[src/rtl/fifo_pkg.sv]
// Shared FIFO pointer helpers: wrap-bit pointers {wrap, addr} over a possibly non-pow2 depth.
// Pure combinational functions; widths passed at call time so both FIFO sides can share them.
package fifo_pkg;

  localparam int FIFO_N     = 16;
  localparam int FIFO_DEPTH = 26624;

  typedef logic [31:0] ptr_word_t;

  function automatic ptr_word_t addr_mask(input int n);
    return (32'd1 << (n - 1)) - 32'd1;
  endfunction

  function automatic logic wrap_bit(input ptr_word_t p, input int n);
    return p[n - 1];
  endfunction

  // Last address clears the address field and flips the lap bit, skipping unused codes.
  function automatic ptr_word_t ptr_next(input ptr_word_t p, input int n, input int depth);
    ptr_word_t addr;
    addr = p & addr_mask(n);
    if (addr == ptr_word_t'(depth - 1)) begin
      return (p ^ addr) ^ (32'd1 << (n - 1));
    end
    return p + 32'd1;
  endfunction

  function automatic ptr_word_t ptr_level(input ptr_word_t wr, input ptr_word_t rd,
                                          input int n, input int depth);
    ptr_word_t wa;
    ptr_word_t ra;
    wa = wr & addr_mask(n);
    ra = rd & addr_mask(n);
    if (wrap_bit(wr, n) == wrap_bit(rd, n)) begin
      return wa - ra;
    end
    return ptr_word_t'(depth) - ra + wa;
  endfunction

  function automatic logic ptr_full(input ptr_word_t wr, input ptr_word_t rd, input int n);
    return (wrap_bit(wr, n) != wrap_bit(rd, n)) &&
           ((wr & addr_mask(n)) == (rd & addr_mask(n)));
  endfunction

  function automatic logic ptr_empty(input ptr_word_t wr, input ptr_word_t rd, input int n);
    return ((wr ^ rd) & ((32'd1 << n) - 32'd1)) == 32'd0;
  endfunction

endpackage

[src/rtl/wrap_ptr_counter.sv]
// Wrap-bit pointer counter: advances one slot per inc, lap bit toggles after address DEPTH-1.
// Result visible the cycle after inc; no backpressure, caller decides when to increment.
module wrap_ptr_counter
  import fifo_pkg::*;
#(
  parameter int N     = FIFO_N,
  parameter int DEPTH = FIFO_DEPTH
) (
  input  logic         clk,
  input  logic         rstN,
  input  logic         inc,
  output logic [N-1:0] ptr
);

  logic [N-1:0] ptr_q;
  logic [N-1:0] ptr_d;

  always_comb begin
    ptr_d = ptr_q;
    if (inc) begin
      ptr_d = N'(ptr_next(ptr_word_t'(ptr_q), N, DEPTH));
    end
  end

  always_ff @(posedge clk or negedge rstN) begin
    if (!rstN) begin
      ptr_q <= '0;
    end else begin
      ptr_q <= ptr_d;
    end
  end

  assign ptr = ptr_q;

endmodule

[src/rtl/write_unit.sv]
// FIFO write side: owns wrPtr, gates RAM writes, derives full/almost-full/level from rdPtr.
// Flags are combinational on rdPtr; wrAck lags an accepted write by one cycle; writes while full are dropped.
module write_unit
  import fifo_pkg::*;
#(
  parameter int N         = FIFO_N,
  parameter int DEPTH     = FIFO_DEPTH,
  parameter int AF_THRESH = DEPTH - 4
) (
  input  logic         wrClk,
  input  logic         wrRstN,
  input  logic         wrEn,
  input  logic         ovfClr,
  input  logic [N-1:0] rdPtr,
  output logic [N-1:0] wrPtr,
  output logic         memWe,
  output logic [N-2:0] memAddr,
  output logic         fifoFull,
  output logic         almostFull,
  output logic [N-1:0] fillLevel,
  output logic         wrAck,
  output logic         overflow
);

  localparam logic [N-1:0] AF_LVL = N'(AF_THRESH);

  logic [N-1:0] wr_ptr;
  logic         full;
  logic         accept;
  logic [N-1:0] level;
  logic         wr_ack_q;
  logic         wr_ack_d;
  logic         overflow_q;
  logic         overflow_d;

  wrap_ptr_counter #(
    .N     (N),
    .DEPTH (DEPTH)
  ) u_wr_ptr (
    .clk  (wrClk),
    .rstN (wrRstN),
    .inc  (accept),
    .ptr  (wr_ptr)
  );

  assign full  = ptr_full(ptr_word_t'(wr_ptr), ptr_word_t'(rdPtr), N);
  assign level = N'(ptr_level(ptr_word_t'(wr_ptr), ptr_word_t'(rdPtr), N, DEPTH));

  // Reset also blocks the RAM strobe so a held-in-reset producer cannot corrupt contents.
  assign accept = wrEn & ~full & wrRstN;

  always_comb begin
    wr_ack_d   = accept;
    overflow_d = overflow_q;
    if (wrEn && full) begin
      overflow_d = 1'b1;
    end else if (ovfClr) begin
      overflow_d = 1'b0;
    end
  end

  always_ff @(posedge wrClk or negedge wrRstN) begin
    if (!wrRstN) begin
      wr_ack_q   <= 1'b0;
      overflow_q <= 1'b0;
    end else begin
      wr_ack_q   <= wr_ack_d;
      overflow_q <= overflow_d;
    end
  end

  assign wrPtr      = wr_ptr;
  assign memWe      = accept;
  assign memAddr    = wr_ptr[N-2:0];
  assign fifoFull   = full;
  assign almostFull = (level >= AF_LVL);
  assign fillLevel  = level;
  assign wrAck      = wr_ack_q;
  assign overflow   = overflow_q;

endmodule

[config.mk]
export PLATFORM = sky130hd
export DESIGN_NAME = write_unit
export DESIGN_NICKNAME = d
export VERILOG_FILES = /design/src/rtl/fifo_pkg.sv /design/src/rtl/wrap_ptr_counter.sv /design/src/rtl/write_unit.sv
export SDC_FILE = /design/constraint.sdc
export NUM_CORES = 1
export LEC_CHECK = 0
export CORE_MARGIN = 4
export CORE_UTILIZATION = 45
export CTS_CLUSTER_SIZE = 24
export DETAILED_ROUTE_END_ITERATION = 10
export MAX_ROUTING_LAYER = met4
export PLACE_DENSITY = 0.82
export SYNTH_ARGS = -nofsm -noshare
export SYNTH_HDL_FRONTEND = slang
export SYNTH_SLANG_ARGS = --single-unit
[constraint.sdc]
create_clock -name wrClk -period 5 [get_ports wrClk]
set_clock_uncertainty 0.15 [all_clocks]
set_input_delay 0.5 -clock wrClk [delete_from_list [all_inputs] [get_ports wrClk]]
set_output_delay 0.5 -clock wrClk [all_outputs]
set_load 0.03 [all_outputs]
Word level (Yosys, flattened, before mapping)
Cells that the tools add are included.
{"block": "word_totals", "regBits": 18, "input_bits": 20, "output_inout_bits": 52, "elab_cells": 29}
{"block": "classes", "add_sub_neg": 4, "n_lt_le_gt_ge": 1, "eq_ne": 4, "muxes": 9, "bitwise_logic": 5, "n_reduce_logical": 3}
{"op": "16-bit two-way mux", "count": 4}
{"op": "16-bit by 1-bit adder with 16-bit output (second input constant)", "count": 1}
{"op": "16-bit adder", "count": 1}
{"op": "16-bit by 15-bit >= comparator with 1-bit output (second input constant)", "count": 1}
{"op": "15-bit by 15-bit subtractor with 16-bit output", "count": 1}
{"op": "15-bit by 15-bit subtractor with 16-bit output (first input constant)", "count": 1}
{"op": "16-bit by 15-bit XOR with 16-bit output", "count": 1}
{"op": "15-bit == test", "count": 1}
{"op": "15-bit == test (second input constant)", "count": 1}
{"op": "1-bit two-way mux", "count": 5}
{"op": "1-bit AND", "count": 2}
{"op": "1-bit logical AND", "count": 2}
{"op": "1-bit inverter", "count": 2}
{"op": "2-bit nonzero test", "count": 1}
{"op": "1-bit == test", "count": 1}
{"op": "1-bit != test", "count": 1}

Depth between registers and ports, before layout
Gate-level depths: netlist (run 1).
{"block": "depth", "word_depth": 7, "ltp_mapped": 14, "ltp_nobuf": 14}

Cells and area by module
A second synthesis (run 1) with hierarchy kept.
{"block": "hier_totals", "cells_unflattened": 354, "hier_area_um2": 2885.3}
{"mod": "write_unit", "instances": 1, "cells_each": 271, "area_each_um2": 2062.0, "seq_area_each_um2": 50.0}
{"mod": "wrap_ptr_counter", "instances": 1, "cells_each": 83, "area_each_um2": 823.3, "seq_area_each_um2": 400.4}

Worst setup path before layout (run 1)
OpenSTA, ideal clock, no wires.
{"block": "synth_timing", "path_type": "flip-flop to output port", "from": "register u_wr_ptr.ptr_q[4] (netlist: u_wr_ptr.ptr[4])", "to": "output port almostFull", "arrival_ps": 3482, "t_required_ps": 4350, "setup_slack_ps": 868, "stages_incl_launch_ff": 13, "n_path_buf": 0, "cell_sequence": "dfrtp_1 > ha_1 > inv_1 > fa_1 > nor2b_1 > a211o_1 > a31o_2 > a21oi_1 > xor2_1 > o21ai_1 > nand4b_1 > o311ai_1 > a31o_1"}
{"block": "synth_between", "elab_chain_len": 4, "elab_cells_between_ends": 5, "classes_between": "add/sub: 2; order compare: 1; mux: 2"}
{"element": "from (decl)", "line_no": "wrap_ptr_counter.sv:15", "text": "logic [N-1:0] ptr_q;"}
{"element": "from (signal assigned)", "line_no": "wrap_ptr_counter.sv:29", "text": "ptr_q <= ptr_d;"}
{"element": "15-bit by 15-bit subtractor with 16-bit output", "line_no": "fifo_pkg.sv:35", "text": "return wa - ra;"}
{"element": "16-bit two-way mux", "line_no": "fifo_pkg.sv:34", "text": "if (wrap_bit(wr, n) == wrap_bit(rd, n)) begin"}
{"element": "16-bit two-way mux (*)", "line_no": "fifo_pkg.sv:37", "text": "return ptr_word_t'(depth) - ra + wa;"}
{"element": "net fillLevel[10]", "line_no": "write_unit.sv:20", "text": "output logic [N-1:0] fillLevel,"}
{"element": "16-bit by 15-bit >= comparator with 1-bit output (*)", "line_no": "write_unit.sv:76", "text": "assign almostFull = (level >= AF_LVL);"}
{"element": "to (decl)", "line_no": "write_unit.sv:19", "text": "output logic almostFull,"}
Mark *: on every way through the listed nets, which the timed path passes. The rest lies on a longest branch. The select of a mux whose other input is x is not followed.

Worst setup path in the final report (run 1)
{"block": "layout_timing", "from": "input port rdPtr[3]", "to": "output port fillLevel[14]"}
{"block": "layout_between", "elab_chain_len": 3, "elab_cells_between_ends": 5, "classes_between": "add/sub: 3; mux: 2"}
{"element": "from (decl)", "line_no": "write_unit.sv:14", "text": "input logic [N-1:0] rdPtr,"}
{"element": "15-bit by 15-bit subtractor with 16-bit output, on equally long branches", "line_no": "fifo_pkg.sv:37, fifo_pkg.sv:35"}
{"element": "16-bit adder / 16-bit two-way mux (equally long branches)", "line_no": "fifo_pkg.sv:37, fifo_pkg.sv:34"}
{"element": "16-bit two-way mux (*)", "line_no": "fifo_pkg.sv:37"}
{"element": "to (decl)", "line_no": "write_unit.sv:20"}
Every way passes the cells marked *; elsewhere a longest branch is shown, timed or not. The select of a mux whose other input is x is not followed.

==> results by group, run 1 <==
Logic synthesis
  • Avg Cell Area, Syn: 8.041 um2
  • Seq/Total Area, Yosys: 0.1605
  • Yosys top cell area share: 0.1605
  • Mapped Area: roughly 2800 um2
  • Yosys reg bits: 18
  • Yosys cell types: 52
  • Most frequent cells after synthesis: inv_1, ha_1, xnor2_1
  • Area leader, netlist: dfrtp_1
  • Syn Inst Count: 349
  • FFs w/ async S/R, synth: 1.000
  • Top-count cell post-synth: inv_1
  • Top post-synthesis cells by area: dfrtp_1, ha_1, xnor2_1
  • Synthesis Warnings: 0
  • Number of synthesized flops with an enable pin: 0
  • Top_reg_cell synth: dfrtp_1
  • Syn nets: 413

Run
  • Max cap viols: 0

Critical path
  • Max incr delay on CP: ~700 ps
  • Sum of buffers and inverters on the critical path: 3
  • Crit path kind: input port to output pin
  • Crit path required time: between 4000 and 5000 ps
  • Critical path depth in cells: 13
  • Setup crit start kind: input port
  • R2r endpoint: u_wr_ptr.ptr[11]
  • Critical Path Most Common Cell: clkdlybuf4s50_1
  • Crit path to: fillLevel[14]
  • Worst Setup SP: rdPtr[3]
  • Critical path's slowest cell: clkdlybuf4s50_1
  • Worst-path cell chain: clkdlybuf4s50_1 -> inv_1 -> ha_1 -> fa_1 -> nor2b_1 -> a211o_1 -> a31o_2 -> and2_1 -> nor3_1 -> o21bai_1 -> xnor2_1 -> mux2i_1 -> clkdlybuf4s50_1
  • Arr. time, crit path: just under 4000 ps
  • R2R setup slack: slightly below 2000 ps
  • Max Fanout on Critical Path: 3
  • R2R cell count: 10
  • CP delay by family, top: buffers and inverters
  • Critical path endpoint category: output pin
  • Reg2reg start: u_wr_ptr.ptr[6]

Clock tree
  • Reg clk slew, reported paths: ~60 ps
  • Root Buffer: clkbuf_8
  • Clock buffer depth: 2
  • Skew-Pair Late Insertion Delay: 250 ps
  • Post-CTS Setup Inserts: 0
  • H-Tree Depth: 1
  • CTS tree: done
  • CTS buffer count: 3
  • Sink Count: 18

Timing
  • Max Clock Freq: around 0.22 GHz
  • Max_slew headroom: 0.6417
  • Total negative slack: 0 ps
  • Minimum clock period: between 4000 and 5000 ps
  • RSZ-0062 raised after global routing: false
  • Fin. Hold Viols: 0
  • Part of the cycle the worst path needs: 0.9198
  • Finish-stage setup viols: 0
  • Final slew viol count: 0
  • Worst Tran Pin Value: 535.6 ps

Global route
  • Grt total ovfl: 0
  • Initial antenna violation count: 0
  • First-pass GRT wire length: ~12,000 um
  • Largest net degree at the start of global routing: 20
  • All-Layer GR Usage: 0.2066
  • Vias in the first global route: ~2,700

Placed design
  • DP Wirelength: 6136 um
  • Routability cong.: around 0.88
  • Buffers on Ports: 71

Hold path
  • Worst Hold Class: flip-flop to flip-flop

Pwr
  • Net Sw Power: about 710 uW
  • Clk network pwr share: 0.083
  • Seq pwr share: 0.154
  • Net Sw Frac: 0.5043
  • Overall power: roughly 1400 uW
  • Part of the power in combinational logic: 0.763
  • P per Cell Area: ~400 nW/um2
  • Leak: approximately 0.0016 uW
  • Peak supply drop: around 0.32 mV
  • Internal: 700.6 uW

Finish
  • Post-layout nets: roughly 480
  • Fill count: roughly 520
  • Area growth syn-to-layout: 27.42%
  • Diode count: 0
  • Layout cells sized above 1: 0.05353

Drt
  • # DRC: 0
  • Antenna-violating nets left: 0
  • Via count: around 2,600
  • Initial DRT Pass Iterations: 5
  • Final wirelength: 7321 um
  • Vias/cell: 5.403
  • DR iter-0 viols: between 100 and 150
  • Routed length per instance: ~15 um

Status
  • Status: completed

Die
  • Die area: roughly 7600 um2
  • Initial Util: 0.4685
  • I/O Pins: 72
  • Die height: just under 90 um
  • Row count: 28
  • Die width: about 87 um
  • Core area: approximately 6000 um2
cell type report:
class,instances,area (um2),area share
flip-flops and latches,18,450.4,0.1260
inverters,46,172.7,0.04829
repair buffers,77,760.7,0.2127
well taps,75,93.84,0.02624
clock buffers,4,55.05,0.01540
multi-input cells,266,2043,0.5714
per-layer routing:
layer / GRT usage / part of all wire / wire length, um
met1: 0.2582 / 0.43 / 3144
met2: 0.3499 / 0.50 / 3664
met3: 0.01325 / 0.041 / 301
met4: 0.07649 / 0.029 / 211
met5: - / 0 / 0
cells in the final DEF (no fill, tap or decap), types with 8 or more instances in the layout:
cell,n
clkdlybuf4s50_1,69
nand3_1,9
a21oi_1,11
inv_1,46
ha_1,34
nand2_1,28
xor2_1,12
dfrtp_1,18
o21ai_0,14
xnor2_1,29
nor3_1,8
fa_1,10
nor2_1,24
a31oi_1,8
worst min path at each step:
stage,startpoint,slack (ps),endpoint,depth (start not counted)
after floorplan,wrRstN,50,overflow,0
after global placement,overflow,360,overflow,2
after detailed placement,overflow,380,overflow,2
after CTS,overflow,390,overflow,2
after global routing,overflow,390,overflow,2
final,overflow,380,overflow,2
sequential cells by signal, indices dropped and copies added (netlist names):
name / flops
u_wr_ptr.ptr: 16
overflow: 1
wrAck: 1
power groups by stage:
stage	Sequential, uW	Clock [uW]	Combinational [uW]
final	217	117	1080
after global routing	226	125	1160
after CTS	217	120	1080
after detailed placement	219	0	1080
after global placement	218	0	1060
after floorplan	256	0	707
per-stage QoR:
step / setup WS (ps) / cells / hold WS (ps) / utilization / cell area [um2]
floorplan: 867.6 / 349 / 54.41 / - / 2806
global placement: 150.4 / 482 / 359.6 / 0.5869 / 3516
detailed placement: 44.78 / 482 / 376.4 / 0.5869 / 3516
CTS: 42.26 / 486 / 386.5 / 0.5961 / 3571
global route: 167.8 / 486 / 388.3 / 0.5969 / 3576
finish: 400.8 / 486 / 379.4 / 0.5969 / 3576
worst reg2reg max path, stage by stage, from the launching register on:
cell and delay [ps]:
dfrtp_1 500, ha_1 410, and3_1 210, nor3b_1 170, a21oi_2 370, nand4_1 240
nor3_2 220, and3_1 240, nor2b_1 200, xnor2_1 150, nor2_1 60
timing repair:
action	in CTS	in global routing
gates resized for setup	0	2
hold buffers	0	0
endpoints found under the setup margin	0	2
cell families after synthesis:
| logic type | synth area share |
|---|---|
| DFF | 0.1605 |
| buffers and inverters | 0.1115 |
| xor gates and xnor gates | 0.1280 |
| adders and majority gates | 0.2229 |
| AOI/OAI and AO/OA | 0.1610 |
| muxes | 0.01070 |
| and+or+nand+nor | 0.2055 |
No activity file was read; power rests on OpenSTA's default activity.
==> inputs of run 2 (changes only) <==
--- a/config.mk
+++ b/config.mk
@@ -5,10 +5,12 @@
 export SDC_FILE = /design/constraint.sdc
 export NUM_CORES = 1
 export LEC_CHECK = 0
+export CAP_MARGIN = 20
 export CORE_MARGIN = 4
 export CORE_UTILIZATION = 45
 export CTS_CLUSTER_SIZE = 24
 export DETAILED_ROUTE_END_ITERATION = 10
+export HOLD_SLACK_MARGIN = 0.05
 export MAX_ROUTING_LAYER = met4
 export PLACE_DENSITY = 0.82
 export SYNTH_ARGS = -nofsm -noshare
==> results of run 2 <==
Same layout as run 1: the final DEF is identical, and so are final timing and power.
